--- config.mk ---
export PLATFORM = sky130hd
export DESIGN_NAME = mseq_sync_flat
export DESIGN_NICKNAME = d
export VERILOG_FILES = /design/src/rtl/mseq_pkg.sv /design/src/rtl/mseq_sync_if.sv /design/src/rtl/mseq_err_mon.sv /design/src/rtl/mseq_sync.sv /design/src/flat_wrapper.sv
export SDC_FILE = /design/constraint.sdc
export NUM_CORES = 1
export LEC_CHECK = 0
export CAP_MARGIN = 20
export CORE_UTILIZATION = 50
export CTS_CLUSTER_DIAMETER = 200
export CTS_CLUSTER_SIZE = 12
export DETAILED_ROUTE_END_ITERATION = 8
export PLACE_DENSITY = 0.8
export SLEW_MARGIN = 15
export SYNTH_ARGS = -nofsm -noshare
export SYNTH_HDL_FRONTEND = slang
export SYNTH_SLANG_ARGS = --single-unit
--- constraint.sdc ---
create_clock -name clk -period 4.3 [get_ports clk]
set_clock_uncertainty 0.2 [all_clocks]
set_input_delay 0.645 -clock clk [delete_from_list [all_inputs] [get_ports clk]]
set_output_delay 0.645 -clock clk [all_outputs]
set_load 0.05 [all_outputs]
--- src/rtl/mseq_pkg.sv ---
// mseq_pkg: shared definitions for the m-sequence receiver (mseq_sync) and
// any generator/bench that needs the same LFSR convention.
package mseq_pkg;

    // Default LFSR width and a primitive tap mask for it
    localparam int         N_DEF  = 5;
    localparam logic [4:0] TAPS_5 = 5'b10100;

    // Widest LFSR the helper function handles
    localparam int LFSR_MAX_W = 32;

    // sync_state encoding seen on the output port
    localparam logic [1:0] ST_ACQ    = 2'd0;
    localparam logic [1:0] ST_VERIFY = 2'd1;
    localparam logic [1:0] ST_LOCK   = 2'd2;

    typedef enum logic [1:0] {
        S_ACQ    = ST_ACQ,
        S_VERIFY = ST_VERIFY,
        S_LOCK   = ST_LOCK
    } sync_st_e;

    // One generator step: chip = parity of tapped bits, state shifts left
    // with the chip entering at the LSB. Result is {next_state, chip}.
    // Narrower LFSRs pass zero-extended operands and keep the low bits.
    function automatic logic [LFSR_MAX_W:0] lfsr_next(
        input logic [LFSR_MAX_W-1:0] fase,
        input logic [LFSR_MAX_W-1:0] type_f
    );
        logic chip;
        chip = ^(fase & type_f);
        return {fase[LFSR_MAX_W-2:0], chip, chip};
    endfunction

endpackage

--- src/rtl/mseq_sync_if.sv ---
// mseq_sync_if: chip stream input, tap mask and sync status/statistics.
// Optional MSEQ_SYNC_BER_EN adds the compared-bit counter bit_cnt.
interface mseq_sync_if #(
    parameter int N     = 5,
    parameter int CNT_W = 16
);
    logic             bit_in;
    logic             bit_vld;
    logic [N-1:0]     type_f;
    logic             locked;
    logic [1:0]       sync_state;
    logic             bit_err;
    logic [CNT_W-1:0] err_cnt;
    logic [N-1:0]     fase_est;
`ifdef MSEQ_SYNC_BER_EN
    logic [31:0]      bit_cnt;
`endif

    // Chip source / status consumer side
    modport master (
        output bit_in, bit_vld, type_f,
        input  locked, sync_state, bit_err, err_cnt, fase_est
`ifdef MSEQ_SYNC_BER_EN
        , input bit_cnt
`endif
    );

    // Receiver side
    modport slave (
        input  bit_in, bit_vld, type_f,
        output locked, sync_state, bit_err, err_cnt, fase_est
`ifdef MSEQ_SYNC_BER_EN
        , output bit_cnt
`endif
    );

endinterface

--- src/rtl/mseq_err_mon.sv ---
// mseq_err_mon: error bookkeeping while locked. Tracks errors inside
// fixed-length observation blocks, flags loss of lock when a block collects
// ERR_THR errors, and keeps the saturating lifetime error count.
// Optional MSEQ_SYNC_BER_EN adds a saturating count of compared bits.
module mseq_err_mon
    import mseq_pkg::*;
#(
    parameter int WIN_LEN = 31,
    parameter int ERR_THR = 4,
    parameter int CNT_W   = 16
) (
    input  logic             clk,
    input  logic             rst,
    input  logic             clr_blk_i,   // entering LOCK: start a fresh block
    input  logic             lock_vld_i,  // a valid chip is compared in LOCK
    input  logic             mism_i,      // that chip mismatched the prediction
    output logic             loss_o,      // this chip is the ERR_THR-th block error
    output logic [CNT_W-1:0] err_cnt_o
`ifdef MSEQ_SYNC_BER_EN
    ,
    output logic [31:0]      bit_cnt_o
`endif
);

    localparam int BLK_W  = $clog2(WIN_LEN + 1);
    localparam int BERR_W = $clog2(ERR_THR + 1);
    localparam logic [BLK_W-1:0]  WIN_LAST = BLK_W'(WIN_LEN - 1);
    localparam logic [BERR_W-1:0] ERR_LAST = BERR_W'(ERR_THR - 1);

    logic [BLK_W-1:0]  blk_cnt_q, blk_cnt_d;
    logic [BERR_W-1:0] blk_err_q, blk_err_d;
    logic [CNT_W-1:0]  err_cnt_q, err_cnt_d;
`ifdef MSEQ_SYNC_BER_EN
    logic [31:0]       bit_cnt_q, bit_cnt_d;
`endif

    // Threshold hit is decided on the incoming error, before any block wrap,
    // so an error on the last chip of a block still costs the lock.
    assign loss_o = lock_vld_i && mism_i && (blk_err_q == ERR_LAST);

    // Next-state of block position, block errors and lifetime counters
    always_comb begin
        blk_cnt_d = blk_cnt_q;
        blk_err_d = blk_err_q;
        err_cnt_d = err_cnt_q;
`ifdef MSEQ_SYNC_BER_EN
        bit_cnt_d = bit_cnt_q;
`endif
        if (clr_blk_i) begin
            blk_cnt_d = '0;
            blk_err_d = '0;
        end else if (lock_vld_i) begin
            if (blk_cnt_q == WIN_LAST) begin
                blk_cnt_d = '0;
                blk_err_d = '0;
            end else begin
                blk_cnt_d = blk_cnt_q + 1'b1;
                blk_err_d = blk_err_q + BERR_W'(mism_i);
            end
            if (mism_i && (err_cnt_q != '1)) begin
                err_cnt_d = err_cnt_q + 1'b1;
            end
`ifdef MSEQ_SYNC_BER_EN
            if (bit_cnt_q != '1) begin
                bit_cnt_d = bit_cnt_q + 1'b1;
            end
`endif
        end
    end

    // Counter registers; lifetime counters clear only on reset
    always_ff @(posedge clk) begin
        if (rst) begin
            blk_cnt_q <= '0;
            blk_err_q <= '0;
            err_cnt_q <= '0;
`ifdef MSEQ_SYNC_BER_EN
            bit_cnt_q <= '0;
`endif
        end else begin
            blk_cnt_q <= blk_cnt_d;
            blk_err_q <= blk_err_d;
            err_cnt_q <= err_cnt_d;
`ifdef MSEQ_SYNC_BER_EN
            bit_cnt_q <= bit_cnt_d;
`endif
        end
    end

    assign err_cnt_o = err_cnt_q;
`ifdef MSEQ_SYNC_BER_EN
    assign bit_cnt_o = bit_cnt_q;
`endif

endmodule

--- src/rtl/mseq_sync.sv ---
// mseq_sync: m-sequence receiver. Loads the generator state from the
// received chips (ACQ), confirms it against VERIFY_LEN predicted chips
// (VERIFY), then flywheels the local LFSR and monitors chip errors (LOCK).
// Optional MSEQ_SYNC_BER_EN exposes a compared-bit counter for BER.
module mseq_sync
    import mseq_pkg::*;
#(
    parameter int N          = 5,
    parameter int VERIFY_LEN = 31,
    parameter int WIN_LEN    = 31,
    parameter int ERR_THR    = 4,
    parameter int CNT_W      = 16
) (
    input  logic        clk,
    input  logic        rst,
    mseq_sync_if.slave  bus
);

    localparam int FILL_W = $clog2(N + 1);
    localparam int RUN_W  = $clog2(VERIFY_LEN + 1);
    localparam logic [FILL_W-1:0] FILL_N   = FILL_W'(N);
    localparam logic [RUN_W-1:0]  RUN_LAST = RUN_W'(VERIFY_LEN - 1);

    sync_st_e          state_q, state_d;
    logic [N-1:0]      fase_q, fase_d;
    logic [FILL_W-1:0] fill_q, fill_d;
    logic [RUN_W-1:0]  run_q, run_d;
    logic              bit_err_q, bit_err_d;
    logic [N-1:0]      type_q;

    logic [N:0]        step_w;
    logic              pred;
    logic [N-1:0]      pred_fase;
    logic [N-1:0]      rcv_fase;
    logic              mism;
    logic              type_chg;
    logic              lock_vld;
    logic              clr_blk;
    logic              loss;

    // Local prediction from the current estimate and the live tap mask
    always_comb begin
        step_w    = (N + 1)'(lfsr_next(LFSR_MAX_W'(fase_q), LFSR_MAX_W'(bus.type_f)));
        pred      = step_w[0];
        pred_fase = step_w[N:1];
        rcv_fase  = {fase_q[N-2:0], bus.bit_in};
    end

    assign mism     = bus.bit_in ^ pred;
    assign type_chg = (bus.type_f != type_q);
    // A tap-mask change pre-empts the chip, so it is not scored in LOCK either
    assign lock_vld = bus.bit_vld && !type_chg && (state_q == S_LOCK);

    // Sync FSM: next state, estimate, fill/run counters and error pulse
    always_comb begin
        state_d   = state_q;
        fase_d    = fase_q;
        fill_d    = fill_q;
        run_d     = run_q;
        bit_err_d = 1'b0;
        clr_blk   = 1'b0;
        if (type_chg) begin
            // New polynomial: the current estimate is meaningless
            state_d = S_ACQ;
            fill_d  = '0;
        end else if (bus.bit_vld) begin
            case (state_q)
                S_ACQ: begin
                    fase_d = rcv_fase;
                    fill_d = (fill_q == FILL_N) ? fill_q : fill_q + 1'b1;
                    // The all-zero lock-up state would verify trivially; skip it
                    if ((fill_d == FILL_N) && (rcv_fase != '0)) begin
                        state_d = S_VERIFY;
                        run_d   = '0;
                    end
                end
                S_VERIFY: begin
                    if (!mism) begin
                        fase_d = pred_fase;
                        run_d  = run_q + 1'b1;
                        if (run_q == RUN_LAST) begin
                            state_d = S_LOCK;
                            clr_blk = 1'b1;
                        end
                    end else begin
                        bit_err_d = 1'b1;
                        fase_d    = rcv_fase;
                        state_d   = S_ACQ;
                        fill_d    = '0;
                    end
                end
                S_LOCK: begin
                    // Flywheel: received chips never steer the estimate here
                    fase_d    = pred_fase;
                    bit_err_d = mism;
                    if (loss) begin
                        state_d = S_ACQ;
                        fill_d  = '0;
                    end
                end
                default: begin
                    state_d = S_ACQ;
                    fill_d  = '0;
                end
            endcase
        end
    end

    // FSM and estimator registers
    always_ff @(posedge clk) begin
        if (rst) begin
            state_q   <= S_ACQ;
            fase_q    <= '0;
            fill_q    <= '0;
            run_q     <= '0;
            bit_err_q <= 1'b0;
        end else begin
            state_q   <= state_d;
            fase_q    <= fase_d;
            fill_q    <= fill_d;
            run_q     <= run_d;
            bit_err_q <= bit_err_d;
        end
    end

    // Tap-mask shadow; tracks through reset so release does not look like a change
    always_ff @(posedge clk) begin
        type_q <= bus.type_f;
    end

    mseq_err_mon #(
        .WIN_LEN (WIN_LEN),
        .ERR_THR (ERR_THR),
        .CNT_W   (CNT_W)
    ) u_err_mon (
        .clk        (clk),
        .rst        (rst),
        .clr_blk_i  (clr_blk),
        .lock_vld_i (lock_vld),
        .mism_i     (mism),
        .loss_o     (loss),
        .err_cnt_o  (bus.err_cnt)
`ifdef MSEQ_SYNC_BER_EN
        ,
        .bit_cnt_o  (bus.bit_cnt)
`endif
    );

    assign bus.sync_state = state_q;
    assign bus.locked     = (state_q == S_LOCK);
    assign bus.bit_err    = bit_err_q;
    assign bus.fase_est   = fase_q;

endmodule
--- src/flat_wrapper.sv ---
// flat-port wrapper written by rule: the top's interface ports become plain ports
module mseq_sync_flat import mseq_pkg::*;
#(
    parameter int N          = 5,
    parameter int VERIFY_LEN = 31,
    parameter int WIN_LEN    = 31,
    parameter int ERR_THR    = 4,
    parameter int CNT_W      = 16
)
  (clk, rst, bus_bit_in, bus_bit_vld, bus_type_f, bus_locked, bus_sync_state, bus_bit_err, bus_err_cnt, bus_fase_est);
  mseq_sync_if #(.N(N), .CNT_W(CNT_W)) bus_i ();
  input  logic clk;
  input  logic rst;
  input wire logic [$bits(bus_i.bit_in)-1:0] bus_bit_in;
  input wire logic [$bits(bus_i.bit_vld)-1:0] bus_bit_vld;
  input wire logic [$bits(bus_i.type_f)-1:0] bus_type_f;
  output wire logic [$bits(bus_i.locked)-1:0] bus_locked;
  output wire logic [$bits(bus_i.sync_state)-1:0] bus_sync_state;
  output wire logic [$bits(bus_i.bit_err)-1:0] bus_bit_err;
  output wire logic [$bits(bus_i.err_cnt)-1:0] bus_err_cnt;
  output wire logic [$bits(bus_i.fase_est)-1:0] bus_fase_est;
  assign bus_i.bit_in = bus_bit_in;
  assign bus_i.bit_vld = bus_bit_vld;
  assign bus_i.type_f = bus_type_f;
  assign bus_locked = bus_i.locked;
  assign bus_sync_state = bus_i.sync_state;
  assign bus_bit_err = bus_i.bit_err;
  assign bus_err_cnt = bus_i.err_cnt;
  assign bus_fase_est = bus_i.fase_est;
  mseq_sync #(.N(N), .VERIFY_LEN(VERIFY_LEN), .WIN_LEN(WIN_LEN), .ERR_THR(ERR_THR), .CNT_W(CNT_W)) u_core (.clk(clk), .rst(rst), .bus(bus_i));
endmodule
==> impl.org <==
** Hold path
- Number of stages on the worst hold path :: 2
- Classification of the worst-slack hold path :: reg -> reg

** Final layout
- Fraction of layout instances using a drive strength above 1 :: 5.75%
- The net count of the finished layout is 335.
- Relative to the synthesized area, the layout overhead comes to 19.2%.
- The number of antenna diodes in the final layout is 0.

** Global routing
- After global routing the overflow that remains totals 0.
- The first global-routing pass estimated 9090 um of wire.
- Entering global routing, the biggest net connects 34 pins.
- Vias in the first global route :: 2044
- Across every metal layer, demand over resource in global routing totals 22.0%.
- Antenna violations before repair :: 0

** Logic synthesis
- Top flip-flop cell by instance count after synthesis :: dfxtp_1
- Sequential element share of the synthesized area :: 36.3%
- Number of enable flip-flop cells after synthesis :: 0
- Async set or reset register ratio after synthesis :: 0%
- Counting every net in the synthesized netlist gives 307.
- Warning count from the yosys run :: 0
- Synthesis produced a netlist whose cell count is 284.
- Cells taking the most area after synthesis :: dfxtp_1 36%, ha_1 7.1%, o31ai_1 6.4%, or4_1 5.7%, a21oi_1 5.4%
- The biggest area contributor in the post-synthesis netlist is dfxtp_1.
- Yosys mapped the design onto 45 distinct sky130hd cell types.
- Most instantiated cells after synthesis :: 45 x dfxtp_1, 27 x a21oi_1, 24 x nand2_1, 21 x o31ai_1, 19 x or4_1
- Post-synthesis average cell area :: 8.74 um^2
- The top cell type by area accounts for 36.3% of the synthesized area.
- Register bit total from synthesis :: 45
- Most used standard cell by instance count after synthesis :: dfxtp_1
- Summed instance area of the synthesized netlist :: 0.00248 mm^2

** Clock tree
- Counting the buffers created by CTS gives 5.
- Setup repair bufs after CTS :: 0
- Buffer type at the clock tree root :: clkbuf_8
- No sink is reached through more buffers than the 2 on the longest clock path.
- TritonCTS built the clock tree.
- CTS hold repair buffers :: 0
- Clock-pin slew was measured on the worst setup and hold paths at 0.09 ns.
- The number of gates resized after CTS was 0.
- At the later pin of the worst-skew pair, clock insertion delay measures 0.30 ns.
- CTS H-tree lvls :: 2
- CTS saw 45 sinks.

** Placement
- GPL Wtd Cong :: 0.822
- Input and output buffers added on the ports amount to 33.
- The HPWL after detailed placement is 3740 um.

** Timing
- Max-slew violation count :: 0
- Portion of the clock cycle consumed by the worst path in the final layout :: 80.2%
- After layout, the minimum clock period comes to 3.45 ns.
- Endpoints failing setup :: 0
- Final Hold Vio Count :: 0
- At the pin with the least slew margin, the transition time is 0.922 ns.
- Derived from the worst setup path, the maximum achievable clock frequency is 0.290 GHz.
- Total negative setup slack :: 0 ns
- Remaining max-slew budget at the tightest pin :: 38.3%
- Setup repair after global routing left no endpoint under its margin.

** Power
- Pwr per Cell Area :: 270 mW/mm^2
- For this design the static power due to leakage is 0.951 nW.
- VDD sags by at most 0.000215 V.
- Summing internal, switching and leakage power gives 0.798 mW.

** Route
- After detailed routing, the number of remaining DRC violations is 0.
- In this run, the number of DRC markers left after iteration 0 of detailed routing was 126.
- DRT antenna net count :: 0
- Before antenna repair, the detailed router went through 4 iterations.
- Dividing the detail-routed wire length by the instance count gives 14.0 um.
- Total number of vias :: 2189
- Drt via density :: 5.76
- Wires add up to 5300 um.

** Floorplanning
- Width of the chip :: 72.4 um
- The floorplan step defined a core boundary enclosing 0.00475 mm^2.
- For this design the top-level I/O count stands at 34.
- Total number of placement rows :: 25
- Initial Utilization :: 52.2%
- The die covers 0.00525 mm^2.
- Vert. Die Dim :: 72.4 um

** Critical path
- The largest individual stage delay along the critical path comes from the cell clkdlybuf4s50_1.
- Critical path arrival :: 3.43 ns
- STA classifies the critical path endpoint as a register.
- In this design, the stage delay of the slowest critical-path cell is 0.52 ns.
- The worst register-to-register path has a depth of 9.
- Kind of start point of the critical path :: primary input
- STA puts the critical path data required time at 4.28 ns.
- Critical-path cell list :: clkdlybuf4s50_1 -> nand2_1 -> xnor3_1 -> xnor2_1 -> ha_1 -> nand2b_1 -> or3b_1 -> o31ai_4 -> mux2i_1 -> a21oi_1
- Worst-path maximum fanout :: 7
- Kind of critical path :: in -> reg

** Job
- Max-Cap Viols :: 0

** Outcome
- Result of the run :: completed
-- critical path, delay by kind of cell --
family                     cells  cell delay [ns]
and+or+nand+nor                3             0.78
buffers and inverters          1             0.52
xor gates and xnor gates       2             0.52
AOI/OAI and AO/OA              2             0.38
adders and majority gates      1             0.37
muxes                          1             0.22
-- final cells by class --
cell class / count / area [um^2]
clock buffer: 7 / 86.3
timing repair buffer: 34 / 338
clock inverter: 1 / 30.0
inverter: 12 / 45.0
multi-input combinational: 214 / 1470
sequential: 45 / 901
tap: 67 / 83.8
fill: 419 / 1800
-- routing by layer --
layer,up-vias,routed length (um),global-route usage [%]
met5,-,0,0
met4,0,64,7.84
met3,5,223,5.69
met2,40,2480,36.3
met1,1029,2540,27.7
li1,1115,-,-
-- path summary, 6_finish.rpt --
| kind | endpoint | slack, ns | start |
|---|---|---|---|
| worst max-delay path | u_core.fill_q[0] | 0.85 | bus_type_f[3] |
| worst min-delay path | u_core.run_q[4] | 0.28 | u_core.run_q[4] |
| worst max register to register | u_core.fill_q[0] | 1.29 | u_core.bus.fase_est[3] |
| worst min register to register | u_core.run_q[4] | 0.28 | u_core.run_q[4] |
-- power by group --
| group | switching [mW] | internal, mW |
|---|---|---|
| clock | 0.148 | 0.190 |
| combinational | 0.0254 | 0.0154 |
| sequential | 0.00130 | 0.419 |
| total | 0.174 | 0.624 |
-- sequential cells by signal, summed over array words and instances, names as in the netlist --
name                        flops
u_core.bus.bit_err              1
u_core.bus.fase_est             5
u_core.bus.sync_state           2
u_core.fill_q                   3
u_core.run_q                    5
u_core.type_q                   5
u_core.u_err_mon.blk_cnt_q      5
u_core.u_err_mon.blk_err_q      3
u_core.u_err_mon.err_cnt_o     16
-- kinds of logic (layout without fill, tap and decap cells) --
logic type | count (synthesis) | in the layout | share of synthesized area (%)
buffers and inverters | 25 | 54 | 4.54
multiplexers | 7 | 7 | 2.82
AND/OR/NAND/NOR | 112 | 112 | 26.4
XOR/XNOR | 12 | 12 | 4.79
flip-flops | 45 | 45 | 36.3
AO/OA/AOI/OAI | 69 | 69 | 18.1
adder cells (fa/ha/maj) | 14 | 14 | 7.06
-- through the flow --
step                      instance area (um^2)  setup WS (ns)  utilization (%)  hold WS (ns)  cells
after detailed placement                  2840          0.556             59.8         0.273    372
after global placement                    2840          0.653             59.8         0.262    372
after floorplan                           2480           1.20                -         0.248    284
after global routing                      2960          0.688             62.2         0.305    380
after CTS                                 2960          0.871             62.2         0.285    380
final                                     2960          0.849             62.2         0.281    380
-- cells in the final DEF (no fill, tap or decap), types with 2 or more instances in the layout --
| master | count |
|---|---|
| and4_1 | 2 |
| nand3_1 | 18 |
| clkbuf_8 | 6 |
| nor2_1 | 11 |
| inv_1 | 12 |
| xor2_1 | 5 |
| dfxtp_1 | 45 |
| a211oi_1 | 4 |
| nand2b_1 | 2 |
| or2_2 | 4 |
| nand3b_1 | 2 |
| nand2_1 | 24 |
| mux2i_1 | 7 |
| and3_1 | 4 |
| a21oi_1 | 27 |
| o21ai_0 | 8 |
| nand4_1 | 8 |
| o31ai_1 | 21 |
| nor3_1 | 2 |
| xnor2_1 | 6 |
| clkdlybuf4s50_1 | 33 |
| or4_1 | 19 |
| a21boi_0 | 2 |
| ha_1 | 14 |
| or3_1 | 3 |
| and2_1 | 4 |
No activity file was read; power rests on OpenSTA's default activity.
